==> config.mk <==
export PLATFORM = sky130hd
export DESIGN_NAME = blueintegral_mat_factor
export DESIGN_NICKNAME = d
export VERILOG_FILES = /design/src/rtl/blueintegral_mat_factor.sv
export SDC_FILE = /design/constraint.sdc
export NUM_CORES = 1
export LEC_CHECK = 0
export ABC_AREA = 1
export BUFFER_PORTS_ARGS = -buffer_cell sky130_fd_sc_hd__buf_2
export CELL_PAD_IN_SITES_DETAIL_PLACEMENT = 1
export CELL_PAD_IN_SITES_GLOBAL_PLACEMENT = 1
export CORE_MARGIN = 3
export CORE_UTILIZATION = 37
export DETAILED_ROUTE_END_ITERATION = 8
export PLACE_DENSITY = 0.73
export SYNTH_ARGS = -nofsm -noshare
export SYNTH_HDL_FRONTEND = slang
export SYNTH_SLANG_ARGS = --single-unit
==> constraint.sdc <==
create_clock -name clk -period 1.9 [get_ports clk]
set_clock_uncertainty 0.2 [all_clocks]
set_input_delay 0.19 -clock clk [delete_from_list [all_inputs] [get_ports clk]]
set_output_delay 0.19 -clock clk [all_outputs]
set_load 0.01 [all_outputs]
==> src/rtl/blueintegral_mat_factor.sv <==
// Searches all 256 packed binary 2x2 pairs (A,B) for the first whose product
// equals the requested 2-bit-entry matrix C; start/done handshake.
module blueintegral_mat_factor #(
  parameter bit DESCENDING = 1'b0
) (
  input  logic       clk,
  input  logic       rst_n,
  input  logic       start,
  input  logic [7:0] c_in,
  output logic       busy,
  output logic       done,
  output logic       found,
  output logic [7:0] ab_out
);

  typedef enum logic [1:0] {IDLE, SEARCH, DONE} state_t;

  localparam logic [7:0] FIRST_CAND = DESCENDING ? 8'hFF : 8'h00;
  localparam logic [7:0] LAST_CAND  = DESCENDING ? 8'h00 : 8'hFF;

  state_t     state_q, state_d;
  logic [7:0] cand_q, cand_d;
  logic [7:0] c_q, c_d;
  logic       found_q, found_d;
  logic [7:0] ab_q, ab_d;

  // Product of A=ab[7:4], B=ab[3:0] in the multiplier's packing.
  function automatic logic [7:0] mat_mul(input logic [7:0] ab);
    logic [1:0] p00, p01, p10, p11;
    p00 = {1'b0, ab[7] & ab[3]} + {1'b0, ab[6] & ab[1]};
    p01 = {1'b0, ab[7] & ab[2]} + {1'b0, ab[6] & ab[0]};
    p10 = {1'b0, ab[5] & ab[3]} + {1'b0, ab[4] & ab[1]};
    p11 = {1'b0, ab[5] & ab[2]} + {1'b0, ab[4] & ab[0]};
    return {p00, p01, p10, p11};
  endfunction

  // A field of 3 can never be produced, so such requests skip the search.
  function automatic logic c_invalid(input logic [7:0] c);
    return (c[7:6] == 2'b11) || (c[5:4] == 2'b11) ||
           (c[3:2] == 2'b11) || (c[1:0] == 2'b11);
  endfunction

  always_ff @(posedge clk or negedge rst_n) begin
    if (!rst_n) begin
      state_q <= IDLE;
      cand_q  <= 8'h00;
      c_q     <= 8'h00;
      found_q <= 1'b0;
      ab_q    <= 8'h00;
    end else begin
      state_q <= state_d;
      cand_q  <= cand_d;
      c_q     <= c_d;
      found_q <= found_d;
      ab_q    <= ab_d;
    end
  end

  always_comb begin
    state_d = state_q;
    cand_d  = cand_q;
    c_d     = c_q;
    found_d = found_q;
    ab_d    = ab_q;
    case (state_q)
      IDLE: begin
        if (start) begin
          c_d = c_in;
          if (c_invalid(c_in)) begin
            found_d = 1'b0;
            ab_d    = 8'h00;
            state_d = DONE;
          end else begin
            cand_d  = FIRST_CAND;
            state_d = SEARCH;
          end
        end
      end
      SEARCH: begin
        if (mat_mul(cand_q) == c_q) begin
          found_d = 1'b1;
          ab_d    = cand_q;
          state_d = DONE;
        end else if (cand_q == LAST_CAND) begin
          found_d = 1'b0;
          ab_d    = 8'h00;
          state_d = DONE;
        end else begin
          cand_d = DESCENDING ? cand_q - 8'd1 : cand_q + 8'd1;
        end
      end
      DONE:    state_d = IDLE;
      default: state_d = IDLE;
    endcase
  end

  assign busy   = (state_q == SEARCH);
  assign done   = (state_q == DONE);
  assign found  = found_q;
  assign ab_out = ab_q;

endmodule

; ---- Word level (Yosys, flattened, before mapping)
; Cells that the tools add are included.
[totals]
ff_bits = 27
in_bits = 11
word_cells = 61
[op_classes]
add_sub_neg = 5
n_eq_ne = 14
mux = 20
bitwise = 8
reduce_logical = 9
[op_table]
columns = cell, count
row1 = two-way mux 8 bit, 8
row2 = case mux 8 bit (2 select lines), 2
row3 = "equality test 2 bit, second input constant", 5
row4 = "inequality test 2 bit, second input constant", 5
row5 = adder 1 x 1 -> 2 bit, 4
row6 = "adder 8 x 1 -> 8 bit, second input constant", 1
row7 = bitwise AND 1 bit, 8
row8 = equality test 8 bit, 1
row9 = "equality test 8 bit, second input constant", 1
row10 = two-way mux 2 bit, 4
row11 = AND reduction 5 bit, 1
row12 = two-way mux 1 bit, 4
row13 = case mux 2 bit (2 select lines), 1
row14 = AND reduction 2 bit, 2
row15 = AND reduction 4 bit, 1
row16 = logical OR 1 bit, 3
row17 = "inequality test 3 x 1 -> 1 bit, second input constant", 1
row18 = "equality test 2 x 1 -> 1 bit, second input constant", 1
row19 = logical NOT 2 bit, 1
row20 = case mux 1 bit (2 select lines), 1
row21 = nonzero test 2 bit, 1

; ---- Logic depth before layout (Yosys ltp)
; Gate-level depths: netlist (run 1).
[depth]
depth_word = 7
depth_mapped = 14

; ---- Worst setup path before layout (run 1)
; No wires, ideal clock.
[synth_path]
path_type = register to register
from = register cand_q[3]
to = register cand_q[5]
setup_ns = 0.074
t_arrival_ns = 1.680
required_ns = 1.626
path_slack_ns = -0.054
path_stages_with_launch = 13
path_buffers = 2
synth_period_minus_slack_ns = 1.954
cell_sequence = dfrtp_1 > buf_4 > nand2_1 > inv_1 > ha_1 > xnor2_1 > nand2_1 > nor2_1 > nand3_1 > nand3_2 > buf_12 > nand2_1 > o21ai_2
[synth_via]
elab_chain_len = 5
word_cells_on_any_way = 13
cone_classes = add/sub: 3 / eq/ne: 4 / mux: 3 / bitwise: 2 / reduce/logical: 1
[synth_lines]
columns = element, line_no
row1 = "start, declared", 22  ; logic [7:0] cand_q, cand_d;
row2 = "start signal, assigned", 52  ; cand_q <= cand_d;
row3 = "parallel branches: the longest is 5 deep, another holds adder 8 x 1 -> 8 bit", -
; Several ways; the timed one is not identified. The select of a mux whose other input is x is not followed.
; A chain may end at the register's enable or synchronous reset.

; ---- Worst setup path in the final report (run 1)
[layout_path]
from = register cand_q[7]
to = register cand_q[0]
[layout_via]
elab_chain_len = 5
word_cells_on_any_way = 9
cone_classes = add/sub: 2 / eq/ne: 4 / bitwise: 2 / reduce/logical: 1
[layout_lines]
columns = element, line_no
row1 = bitwise AND 1 bit (on tied branches), "31, 30"
row2 = adder 1 x 1 -> 2 bit (on tied branches), "31, 30"
row3 = equality test 8 bit, 80  ; if (mat_mul(cand_q) == c_q) begin
row4 = inequality test 2 bit (no source line), -
row5 = AND reduction 5 bit (no source line) (*), -
; Every way passes the cells marked *; elsewhere a longest branch is shown, timed or not.

==> out/results.tsv, run 1 <==
stage	metric	value	unit
worst_setup_path	critPathLaunchType	flip-flop	
synthesis	yosys_warnings	0	
clocking	clk-insertion-delay-late	0.28	ns
synthesis	synth_async_sr_flop_share	100	%
floorplan	number_of_ports_placed_on_the_die_boundary	22	
worst_setup_path	critical_path_peak_fanout	4	
worst_setup_path	cpPeakStageDelay	0.44	ns
run_status	run_status	finished, violations left	
global_routing	grt_pass1_vias	1629	
placement	port_buffers	21	
floorplan	chipWidth	70.9	um
drt	avgRoutedWirePerCell	18.4	um
synthesis	yosysTopAreaCell	sky130_fd_sc_hd__dfrtp_1	
clocking	cts_root_buf	sky130_fd_sc_hd__clkbuf_8	
cells_and_area	multi_input_comb_area	931	um2
flow_run	cap_violations	0	
hold_path	min_path_type	in2reg	
clocking	clock_sinks	27	
drt	viasPerCell	5.17	
clocking	h-tree-depth	1	
floorplan	die_area	5030	um2
hold_path	worstHoldStart	start	
placement	hpwl	3090	um
drt	detail_route.drc_violations	0	
power	power.internal	0.00137	W
worst_setup_path	timing.rr.end	cand_q[0]$_DFFE_PN0P_	
cells_and_area	fillerInstances	467	
synthesis	synth-edff-count	0	
sta	tightest_slew	0.641	ns
cells_and_area	areaGrowthSynthToFinish	40.7	%
drt	drt_pass1_iterations	4	
placement	pre_cts_ws	-0.202	ns
synthesis	combined_area_of_all_synthesized_cells	1560	um2
synthesis	postSynthRegisterBits	27	
sta	timing.slew.headroom	57.3	%
placement	placed_cells	275	
clocking	cts_buffer_depth	2	
worst_setup_path	cell_depth_of_the_worst_flop_to_flop_path	13	
hold_path	hold_depth	5	
hold_path	holdPathEnd	state_q[0]$_DFFE_PN0P_	
sta	fin_crit_sh	113	%
sta	final_setup_slack_of_the_worst_path	-0.249	ns
worst_setup_path	crit_slowest_cell	sky130_fd_sc_hd__dfrtp_1	
cells_and_area	seqCellArea	676	um2
cells_and_area	final_cells	295	
worst_setup_path	critical_path.most_common_cell	sky130_fd_sc_hd__nand2_1	
drt	ant_nets	0	
sta	max_clock_freq	0.465	GHz
sta	grt_setup_unrepaired	yes	
floorplan	row_count	22	
cells_and_area	finalNetCount	264	
clocking	clock_tree_from_tritoncts	done	
sta	post_route_minimum_period	2.15	ns
synthesis	synth_nets	215	
power	netSwitchingPower	0.00110	W
synthesis	ys_top_cells_by_area	sky130_fd_sc_hd__dfrtp_1 43%, sky130_fd_sc_hd__nand2_1 18%, sky130_fd_sc_hd__inv_1 6.0%, sky130_fd_sc_hd__ha_1 4.0%, sky130_fd_sc_hd__nor2_1 3.6%	
global_routing	maximum_number_of_pins_on_one_net_before_global_route_repair	28	
floorplan	die_h	70.9	um
global_routing	wire_length_of_the_first_global_routing_pass	8140	um
power	irDropWorstVdd	0.654	mV
synthesis	yosys.area.top_type_share	43.3	%
power	sequential_share_of_power	34.7	%
sta	timing_hold_violations_final	0	
synthesis	post_synth_inst_count	199	
worst_setup_path	worstSetupPathType	reg2reg	
synthesis	netlist-cell-type-count	26	
placement	place.gp.congestion	0.815	
worst_setup_path	timing.reg2reg.setup_slack	-0.25	ns
drt	drt_first_iter_violations	47	
drt	finalWirelength	5440	um
worst_setup_path	reg2reg_from	cand_q[7]$_DFFE_PN0P_	
worst_setup_path	worstPathArrival	2.16	ns
power	clock_power_share	14.0	%
sta	setup-violations-final	19	
cells_and_area	final_layout_size_suffix_gt1_share	40.1	%
synthesis	sequential_to_total_area_share_from_yosys_stat	43.3	%
clocking	cts_buffers	3	
power	swShare	44.6	%
cells_and_area	antenna_cells	0	
floorplan	fp.coreArea	3850	um2
global_routing	overflow	0	
clocking	path_clk_slew	0.10	ns
worst_setup_path	wp_data_required	1.91	ns
synthesis	synth-main-ff-cell	sky130_fd_sc_hd__dfrtp_1	
power	leakage	1.16	nW
run_status	violations	negative setup slack	
power	power_per_cell_area	1130	nW/um2
power	share_comb_of_total_power	51.3	%
sta	finalMaxSlewViolations	0	
drt	vias	1524	
global_routing	grt_antenna_before_repair	0	
global_routing	grt_use_total	20.9	%
synthesis	syn_avg_cell_area	7.84	um2
worst_setup_path	category_of_the_worst_setup_path_capture_point	flip-flop	
worst_setup_path	path_cells	nand2_1, inv_1, ha_4, inv_1, nand2_1, nand2_1, nand2_2, nor2_4, nand3_4, nand3_4, buf_6, nand2_2, o21ai_1	
floorplan	starting_density_of_the_core	40.5	%
[synthesized netlist by cell type, types with 2 or more instances]
library cell	n
sky130_fd_sc_hd__inv_2	6
sky130_fd_sc_hd__mux2_2	2
sky130_fd_sc_hd__o21ai_2	5
sky130_fd_sc_hd__inv_1	25
sky130_fd_sc_hd__xnor2_1	4
sky130_fd_sc_hd__nand2_2	4
sky130_fd_sc_hd__dfrtp_1	27
sky130_fd_sc_hd__xor2_1	2
sky130_fd_sc_hd__a21oi_1	4
sky130_fd_sc_hd__o21ai_0	5
sky130_fd_sc_hd__nand3_1	5
sky130_fd_sc_hd__ha_1	5
sky130_fd_sc_hd__nand2_1	75
sky130_fd_sc_hd__buf_2	2
sky130_fd_sc_hd__nand3_2	3
sky130_fd_sc_hd__nor2_1	15
[critical path: cells and delay by family (launching register included)]
family,cells,cell delay [ns]
fa+ha+maj,1,0.25
buf+inv,3,0.28
flops,1,0.44
compound gates,1,0.08
simple gates,8,0.79
[cell usage in the layout, fill, tap and decap left out, types with 5 or more instances in the layout]
cell type                       instances
sky130_fd_sc_hd__nand2_4                5
sky130_fd_sc_hd__nand2_2               17
sky130_fd_sc_hd__o21ai_2                6
sky130_fd_sc_hd__nor2_1                13
sky130_fd_sc_hd__nand3_4                5
sky130_fd_sc_hd__dfrtp_1               27
sky130_fd_sc_hd__inv_1                 22
sky130_fd_sc_hd__inv_2                  8
sky130_fd_sc_hd__buf_4                 13
sky130_fd_sc_hd__buf_2                 21
sky130_fd_sc_hd__dlygate4sd3_1          9
sky130_fd_sc_hd__nand2_1               57
[how the worst max path moves through the flow]
stage | from | to | depth (start not counted)
6_report | cand_q[7]$_DFFE_PN0P_ | cand_q[0]$_DFFE_PN0P_ | 13
5_1_grt | cand_q[7]$_DFFE_PN0P_ | cand_q[0]$_DFFE_PN0P_ | 13
4_1_cts | cand_q[3]$_DFFE_PN0P_ | ab_out[6]$_DFFE_PN0P_ | 11
3_5_place_dp | cand_q[1]$_DFFE_PN0P_ | cand_q[1]$_DFFE_PN0P_ | 11
3_3_place_gp | cand_q[7]$_DFFE_PN0P_ | cand_q[5]$_DFFE_PN0P_ | 13
2_1_floorplan | cand_q[3]$_DFFE_PN0P_ | cand_q[5]$_DFFE_PN0P_ | 12
[cell type report]
type                            count  area share [%]
Inverter                           31            5.47
Timing Repair Buffer               47            16.5
Clock buffer                        3            1.88
Tap cell                           48            2.74
Sequential cell                    27            30.8
Multi-Input combinational cell    138            42.4
Clock inverter                      1           0.228
[state kept, by name (all words and copies together) (netlist names)]
name / count
ab_out: 8
c_q: 8
cand_q: 8
found: 1
state_q: 2
[cell families (layout without fill, tap and decap cells)]
group | after synthesis | in the layout | share of synthesized area [%]
AO/OA/AOI/OAI | 15 | 15 | 6.01
buffers and inverters | 35 | 82 | 9.86
XOR/XNOR | 6 | 6 | 3.37
multiplexers | 2 | 2 | 1.44
adder cells (fa/ha/maj) | 5 | 5 | 4.01
flip-flops | 27 | 27 | 43.3
AND/OR/NAND/NOR | 109 | 110 | 32.0
[layer usage]
metal	GRT usage [%]	wire, um	up-vias
li1	-	-	703
met3	2.98	209	20
met4	8.98	185	0
met5	0	0	-
met2	37.7	2800	36
met1	24.6	2250	765
[power by group through the flow]
stage	sequential, W	combinational, W	clock [W]
after floorplan	0.000829	0.000573	0
final	0.000858	0.00127	0.000346
after detailed placement	0.000838	0.000841	0
after global placement	0.000825	0.000800	0
after CTS	0.000827	0.00111	0.000359
after global routing	0.000869	0.00136	0.000377
[timing repair]
action / CTS / global route
resized for setup: 21 / 26
cloned: 2 / 0
endpoints found under the setup margin: 19 / 19
hold buffers: 9 / 0
setup buffers: 2 / 3
endpoints found under the hold margin: 35 / 0
pin swaps: 9 / 12
[metrics by stage]
stage	hold slack [ns]	cell area (um2)	utilization (%)	total power, W	setup TNS [ns]
after floorplan	-0.306	1560	-	0.00140	-0.0528
after global placement	0.0356	1780	46.3	0.00163	-0.809
after detailed placement	0.0404	1780	46.3	0.00168	-2.49
after CTS	0.209	2080	54.0	0.00230	-1.59
after global routing	0.205	2200	57.0	0.00261	-5.15
final	0.189	2200	57.0	0.00247	-3.86
Power figures use the tool's default switching activity.
==> inputs of run 2 (changes only) <==
- CORE_MARGIN: 3 -> unset
- SETUP_SLACK_MARGIN: unset -> 0.1
==> out/results.tsv, run 2 (synthesis results as in run 1) <==
stage	metric	value	unit	change
global_routing	overflow	0		unchanged
drt	vias	1442		-5.4%
cells_and_area	layout.core_utilization	53.2	%	-3.8 points
drt	drt_pass1_iterations	4		unchanged
placement	port_buffers	21		unchanged
cells_and_area	fillerInstances	514		+10%
clocking	h-tree-depth	1		unchanged
cells_and_area	areaGrowthSynthToFinish	37.5	%	
worst_setup_path	crit_slowest_cell	sky130_fd_sc_hd__dfrtp_1		
worst_setup_path	critPathLaunchType	flip-flop		
drt	detail_route.drc_violations	0		unchanged
worst_setup_path	path_cells	nand2_1, inv_1, ha_4, xnor2_1, nand2_1, nor2_4, nand3_4, nand3_4, clkbuf_16, o21ai_2		
worst_setup_path	critical_path_peak_fanout	6		+2
sta	timing.slew.headroom	57.4	%	+0.11 points
sta	fin_crit_sh	113	%	-0.47 points
global_routing	wire_length_of_the_first_global_routing_pass	7180	um	-12%
cells_and_area	finalNetCount	267		+1.1%
run_status	violations	negative setup slack		
cells_and_area	final_layout_size_suffix_gt1_share	36.4	%	-3.7 points
drt	finalWirelength	4680	um	-14%
flow_run	cap_violations	0		unchanged
floorplan	die_h	66.9	um	-5.6%
worst_setup_path	critical_path.startpoint	cand_q[7]$_DFFE_PN0P_		
worst_setup_path	worstPathArrival	2.11	ns	-0.05 ns
clocking	clock_tree_from_tritoncts	done		
sta	final_setup_slack_of_the_worst_path	-0.240	ns	+0.00895 ns
drt	avgRoutedWirePerCell	15.6	um	-15%
hold_path	min_path_type	in2reg		
cells_and_area	antenna_cells	0		unchanged
floorplan	fp.coreArea	4030	um2	+4.5%
sta	tightest_slew	0.639	ns	-0.00159 ns
floorplan	row_count	23		+4.5%
cells_and_area	final_cells	300		+1.7%
worst_setup_path	category_of_the_worst_setup_path_capture_point	flip-flop		
floorplan	number_of_ports_placed_on_the_die_boundary	22		unchanged
worst_setup_path	wp_data_required	1.87	ns	-0.04 ns
hold_path	holdPathEnd	state_q[0]$_DFFE_PN0P_		
worst_setup_path	worstSetupPathType	reg2reg		
floorplan	chipWidth	66.9	um	-5.6%
sta	finalMaxSlewViolations	0		unchanged
sta	timing_hold_violations_final	0		unchanged
sta	grt_setup_unrepaired	yes		
cells_and_area	final_common_cell	sky130_fd_sc_hd__nand2_1		
sta	post_route_minimum_period	2.14	ns	-0.00895 ns
power	leakage	1.15	nW	-0.63%
worst_setup_path	timing.reg2reg.setup_slack	-0.24	ns	about the same
power	totalPowerFinal	0.00237	W	-4.2%
placement	placement.cell_area	1800	um2	+0.98%
sta	setup-violations-final	19		unchanged
hold_path	worstHoldStart	start		
worst_setup_path	cpPeakStageDelay	0.43	ns	about the same
cells_and_area	post-route-cell-area	2140	um2	-2.3%
cells_and_area	layout.cells.most_common_list	64 x sky130_fd_sc_hd__nand2_1, 27 x sky130_fd_sc_hd__dfrtp_1, 23 x sky130_fd_sc_hd__inv_1		
clocking	cts_buffer_depth	2		unchanged
placement	hpwl	2830	um	-8.6%
global_routing	grt_pass1_vias	1485		-8.8%
power	irDropWorstVdd	0.897	mV	+37%
drt	viasPerCell	4.81		-7.0%
sta	max_clock_freq	0.467	GHz	+0.42%
drt	ant_nets	0		unchanged
placement	placed_cells	279		+1.5%
clocking	cts_buffers	3		unchanged
run_status	run_status	finished, violations left		
global_routing	grt_use_total	22.1	%	+1.2 points
worst_setup_path	reg2reg_from	cand_q[7]$_DFFE_PN0P_		
global_routing	maximum_number_of_pins_on_one_net_before_global_route_repair	28		unchanged
clocking	cts_root_buf	sky130_fd_sc_hd__clkbuf_8		
floorplan	starting_density_of_the_core	38.7	%	-1.8 points
hold_path	hold_depth	5		unchanged
placement	place.gp.congestion	0.756		-7.1%
clocking	clock_sinks	27		unchanged
worst_setup_path	timing.rr.end	cand_q[1]$_DFFE_PN0P_		
clocking	clk-insertion-delay-late	0.27	ns	about the same
power	power_per_cell_area	1100	nW/um2	-1.9%
drt	drt_first_iter_violations	50		+6.4%
global_routing	grt_antenna_before_repair	0		unchanged
clocking	path_clk_slew	0.10	ns	about the same
floorplan	die_area	4480	um2	-11%
worst_setup_path	cell_depth_of_the_worst_flop_to_flop_path	10		-3
-- run 2: changes by cell type in the layout (fill, tap and decap cells not counted), moves of 3 or more --
| cell | before | now |
|---|---|---|
| sky130_fd_sc_hd__nand2_1 | 57 | 64 |
| sky130_fd_sc_hd__nand2_4 | 5 | 1 |
| sky130_fd_sc_hd__nand2_2 | 17 | 14 |
| sky130_fd_sc_hd__buf_4 | 13 | 16 |
-- run 2: how the worst max path moves through the flow --
stage	to	slack [ns]	cells after the start
CTS	cand_q[5]$_DFFE_PN0P_	-0.1	11
finish	cand_q[1]$_DFFE_PN0P_	-0.24	10
global route	cand_q[1]$_DFFE_PN0P_	-0.38	10
detailed placement	ab_out[1]$_DFFE_PN0P_	-0.16	12
global placement	ab_out[1]$_DFFE_PN0P_	-0.15	12
floorplan	cand_q[5]$_DFFE_PN0P_	-0.02	12
-- run 2: layout make-up --
cell class / count / area [um2] / area share (%)
multi-input cells: 138 / 861 / 40.1
flip-flops and latches: 27 / 676 / 31.5
repair buffers: 50 / 383 / 17.9
inverters: 31 / 116 / 5.43
well taps: 50 / 62.6 / 2.92
clock buffers: 3 / 41.3 / 1.93
clock inverters: 1 / 5.00 / 0.233
-- run 2: worst max-delay path, delay by kind of cell (launching register included) --
kind	cells	cell delay (ns)
flops	1	0.43
fa+ha+maj	1	0.24
xor+xnor	1	0.19
compound gates	1	0.05
buf+inv	2	0.24
simple gates	5	0.68
-- run 2: through the flow --
| stage | hold WS, ns | setup slack (ns) | setup TNS [ns] |
|---|---|---|---|
| final | 0.166 | -0.240 | -3.94 |
| after global routing | 0.211 | -0.381 | -6.51 |
| after CTS | 0.153 | -0.0978 | -1.32 |
| after detailed placement | 0.0468 | -0.162 | -2.23 |
| after global placement | 0.0406 | -0.150 | -2.21 |
| after floorplan | -0.306 | -0.0215 | -0.0528 |
-- run 2: per-layer routing --
layer / track usage [%] / wire length [um]
met1: 27.1 / 2120
met2: 38.8 / 2330
met3: 4.28 / 166
met4: 6.38 / 58
met5: 0 / 0
-- run 2: what timing repair did --
action,CTS,global route
endpoints found under the hold margin,35,0
resized for setup,14,16
endpoints found under the setup margin,19,19
pin swaps,5,17
hold buffers,9,0
gates cloned,1,1
setup buffers,3,3
-- run 2: report_power, final --
part	switching (W)	total (W)	internal [W]	leakage, nW
Combinational	0.000704	0.00119	0.000491	0.771
Clock	0.000193	0.000340	0.000147	0.0255
Sequential	0.000125	0.000832	0.000708	0.353
Total	0.00102	0.00237	0.00135	1.15
==> inputs of run 3 (changes only) <==
- SLEW_MARGIN: unset -> 20
- TNS_END_PERCENT: unset -> 5
==> out/results.tsv, run 3 (synthesis results as in run 1) <==
stage	metric	value	unit	change
drt	routed-wl-met2	1880	um	-19%
placement	placed_cells	278		-0.36%
cells_and_area	fillerInstances	515		+0.19%
drt	met1Wirelength	1870	um	-12%
global_routing	wire_length_of_the_first_global_routing_pass	6660	um	-7.2%
worst_setup_path	cpPeakStageDelay	0.43	ns	about the same
drt	drt_pass1_iterations	4		unchanged
power	irDropWorstVdd	0.617	mV	-31%
cells_and_area	layout.cells.most_common_list	72 x sky130_fd_sc_hd__nand2_1, 27 x sky130_fd_sc_hd__dfrtp_1, 23 x sky130_fd_sc_hd__inv_1		
global_routing	grt_use_total	20.3	%	-1.8 points
drt	drt_first_iter_violations	45		-10%
cells_and_area	final_common_cell	sky130_fd_sc_hd__nand2_1		
global_routing	grt_pass1_vias	1401		-5.7%
drt	detail_route.drc_violations	0		unchanged
floorplan	die_h	66.9	um	unchanged
sta	max_clock_freq	0.496	GHz	+6.2%
worst_setup_path	reg2reg_from	cand_q[3]$_DFFE_PN0P_		
sta	final_setup_slack_of_the_worst_path	-0.115	ns	+0.125 ns
worst_setup_path	critical_path_peak_fanout	5		-1
sta	grt_setup_unrepaired	yes		
drt	vias	1379		-4.4%
worst_setup_path	worstPathArrival	2.00	ns	-0.11 ns
drt	sum_of_met3_wire_segment_lengths_after_detailed_routing	81	um	-51%
worst_setup_path	cell_depth_of_the_worst_flop_to_flop_path	11		+1
worst_setup_path	path_depth	11		+1
global_routing	maximum_number_of_pins_on_one_net_before_global_route_repair	28		unchanged
clocking	clk-insertion-delay-late	0.29	ns	+0.02 ns
cells_and_area	post-route-cell-area	2070	um2	-3.3%
sta	setup-violations-final	18		-1
power	leakage	1.12	nW	-2.3%
power	clock_power_share	15.3	%	+0.9 points
sta	tightest_slew	0.637	ns	-0.00235 ns
run_status	run_status	finished, violations left		
sta	timing_hold_violations_final	0		unchanged
worst_setup_path	worst-path-buf-inv	3		+1
drt	ant_nets	0		unchanged
placement	placement.cell_area	1790	um2	-0.42%
clocking	clock_tree_from_tritoncts	done		
power	totalPowerFinal	0.00228	W	-3.8%
cells_and_area	areaGrowthSynthToFinish	32.9	%	
cells_and_area	final_layout_size_suffix_gt1_share	32.4	%	-4.0 points
worst_setup_path	timing.rr.end	cand_q[5]$_DFFE_PN0P_		
floorplan	die_area	4480	um2	unchanged
global_routing	grt_antenna_before_repair	0		unchanged
worst_setup_path	worstSetupPathType	reg2reg		
sta	fin_crit_sh	106	%	-6.6 points
worst_setup_path	path_cells	nand2_1, inv_1, ha_1, xnor2_1, nand2_1, nor2_2, nand3_2, nand3_4, buf_12, buf_16, o21ai_2		
worst_setup_path	critPathTopFamily	simple AND/OR/NAND/NOR gates		
clocking	cts_root_buf	sky130_fd_sc_hd__clkbuf_8		
drt	finalWirelength	3880	um	-17%
sta	tns	-1.33	ns	+2.61 ns
cells_and_area	final_cells	297		-1.0%
worst_setup_path	category_of_the_worst_setup_path_capture_point	flip-flop		
floorplan	number_of_ports_placed_on_the_die_boundary	22		unchanged
cells_and_area	finalNetCount	264		-1.1%
floorplan	row_count	23		unchanged
drt	avgRoutedWirePerCell	13.1	um	-16%
cells_and_area	seqCellArea	676	um2	unchanged
power	power.internal	0.00137	W	+2.1%
worst_setup_path	critical_path.startpoint	cand_q[3]$_DFFE_PN0P_		
worst_setup_path	critical_path.most_common_cell	sky130_fd_sc_hd__nand2_1		
worst_setup_path	critPathLaunchType	flip-flop		
worst_setup_path	timing.reg2reg.setup_slack	-0.11	ns	+0.13 ns
worst_setup_path	wp_data_required	1.88	ns	about the same
sta	timing.slew.headroom	57.5	%	+0.16 points
power	netSwitchingPower	0.000903	W	-12%
power	share_comb_of_total_power	48.5	%	-2.0 points
global_routing	overflow	0		unchanged
placement	hpwl	2770	um	-1.9%
worst_setup_path	endpoint	cand_q[5]$_DFFE_PN0P_		
floorplan	fp.coreArea	4030	um2	unchanged
sta	finalMaxSlewViolations	0		unchanged
placement	place.gp.congestion	0.803		+6.2%
power	swShare	39.7	%	-3.5 points
cells_and_area	multi_input_comb_area	790	um2	-8.3%
clocking	cts_buffer_depth	2		unchanged
power	sequential_share_of_power	36.2	%	+1.0 points
placement	port_buffers	21		unchanged
drt	viasPerCell	4.64		-3.4%
clocking	cts_buffers	3		unchanged
floorplan	starting_density_of_the_core	38.7	%	unchanged
floorplan	chipWidth	66.9	um	unchanged
flow_run	cap_violations	0		unchanged
cells_and_area	antenna_cells	0		unchanged
cells_and_area	layout.core_utilization	51.5	%	-1.8 points
run_status	violations	negative setup slack		
clocking	h-tree-depth	1		unchanged
hold_path	min_path_type	in2reg		
clocking	path_clk_slew	0.10	ns	about the same
sta	post_route_minimum_period	2.01	ns	-0.125 ns
power	power_per_cell_area	1100	nW/um2	-0.51%
worst_setup_path	crit_slowest_cell	sky130_fd_sc_hd__dfrtp_1		
clocking	clock_sinks	27		unchanged
drt	highest_layer	met4		
==> run 3: per-stage QoR <==
stage,setup slack (ns),hold WS [ns]
floorplan,-0.0538,-0.306
global placement,-0.113,0.0486
detailed placement,-0.163,0.0412
CTS,-0.176,0.00277
global route,-0.219,0.0192
finish,-0.115,0.00910
==> run 3: final cells by class <==
cell class / instances / area share [%]
clock buffers: 4 / 2.17
flip-flops and latches: 27 / 32.6
repair buffers: 48 / 18.3
well taps: 50 / 3.02
multi-input cells: 137 / 38.1
inverters: 31 / 5.79
==> run 3: how the worst min path moves through the flow <==
stage	from	to	slack, ns	cells past startpoint
CTS	c_in[5]	c_q[5]$_DFFE_PN0P_	0.003	3
detailed placement	rst_n	ab_out[3]$_DFFE_PN0P_	0.04	1
finish	c_in[5]	c_q[5]$_DFFE_PN0P_	0.009	3
global placement	rst_n	ab_out[4]$_DFFE_PN0P_	0.05	1
floorplan	rst_n	ab_out[0]$_DFFE_PN0P_	-0.31	0
global route	c_in[5]	c_q[5]$_DFFE_PN0P_	0.02	3
==> run 3: timing repair <==
action	4_1_cts	5_1_grt
setup buffers	5	1
gates resized for setup	15	2
pin swaps	8	5
setup endpoints to repair	19	19
gates cloned	1	0
hold buffers	8	0
hold endpoints to repair	34	0
==> run 3: power groups by stage <==
| stage | registers [W] | clock network [W] | logic, W |
|---|---|---|---|
| detailed placement | 0.000833 | 0 | 0.000849 |
| floorplan | 0.000829 | 0 | 0.000573 |
| finish | 0.000823 | 0.000349 | 0.00110 |
| global placement | 0.000830 | 0 | 0.000828 |
| global route | 0.000842 | 0.000389 | 0.00122 |
| CTS | 0.000822 | 0.000362 | 0.00109 |
==> run 3: per-layer routing <==
metal	GRT usage, %	vias up
li1	-	698
met2	32.2	16
met4	5.59	0
met3	3.08	5
met5	0	-
met1	28.4	660
==> run 3: tightest hold or removal path, cell delays in order <==
cell                      delay, ns
sky130_fd_sc_hd__buf_2         0.11
sky130_fd_sc_hd__nor2_1        0.06
sky130_fd_sc_hd__a21oi_1       0.10
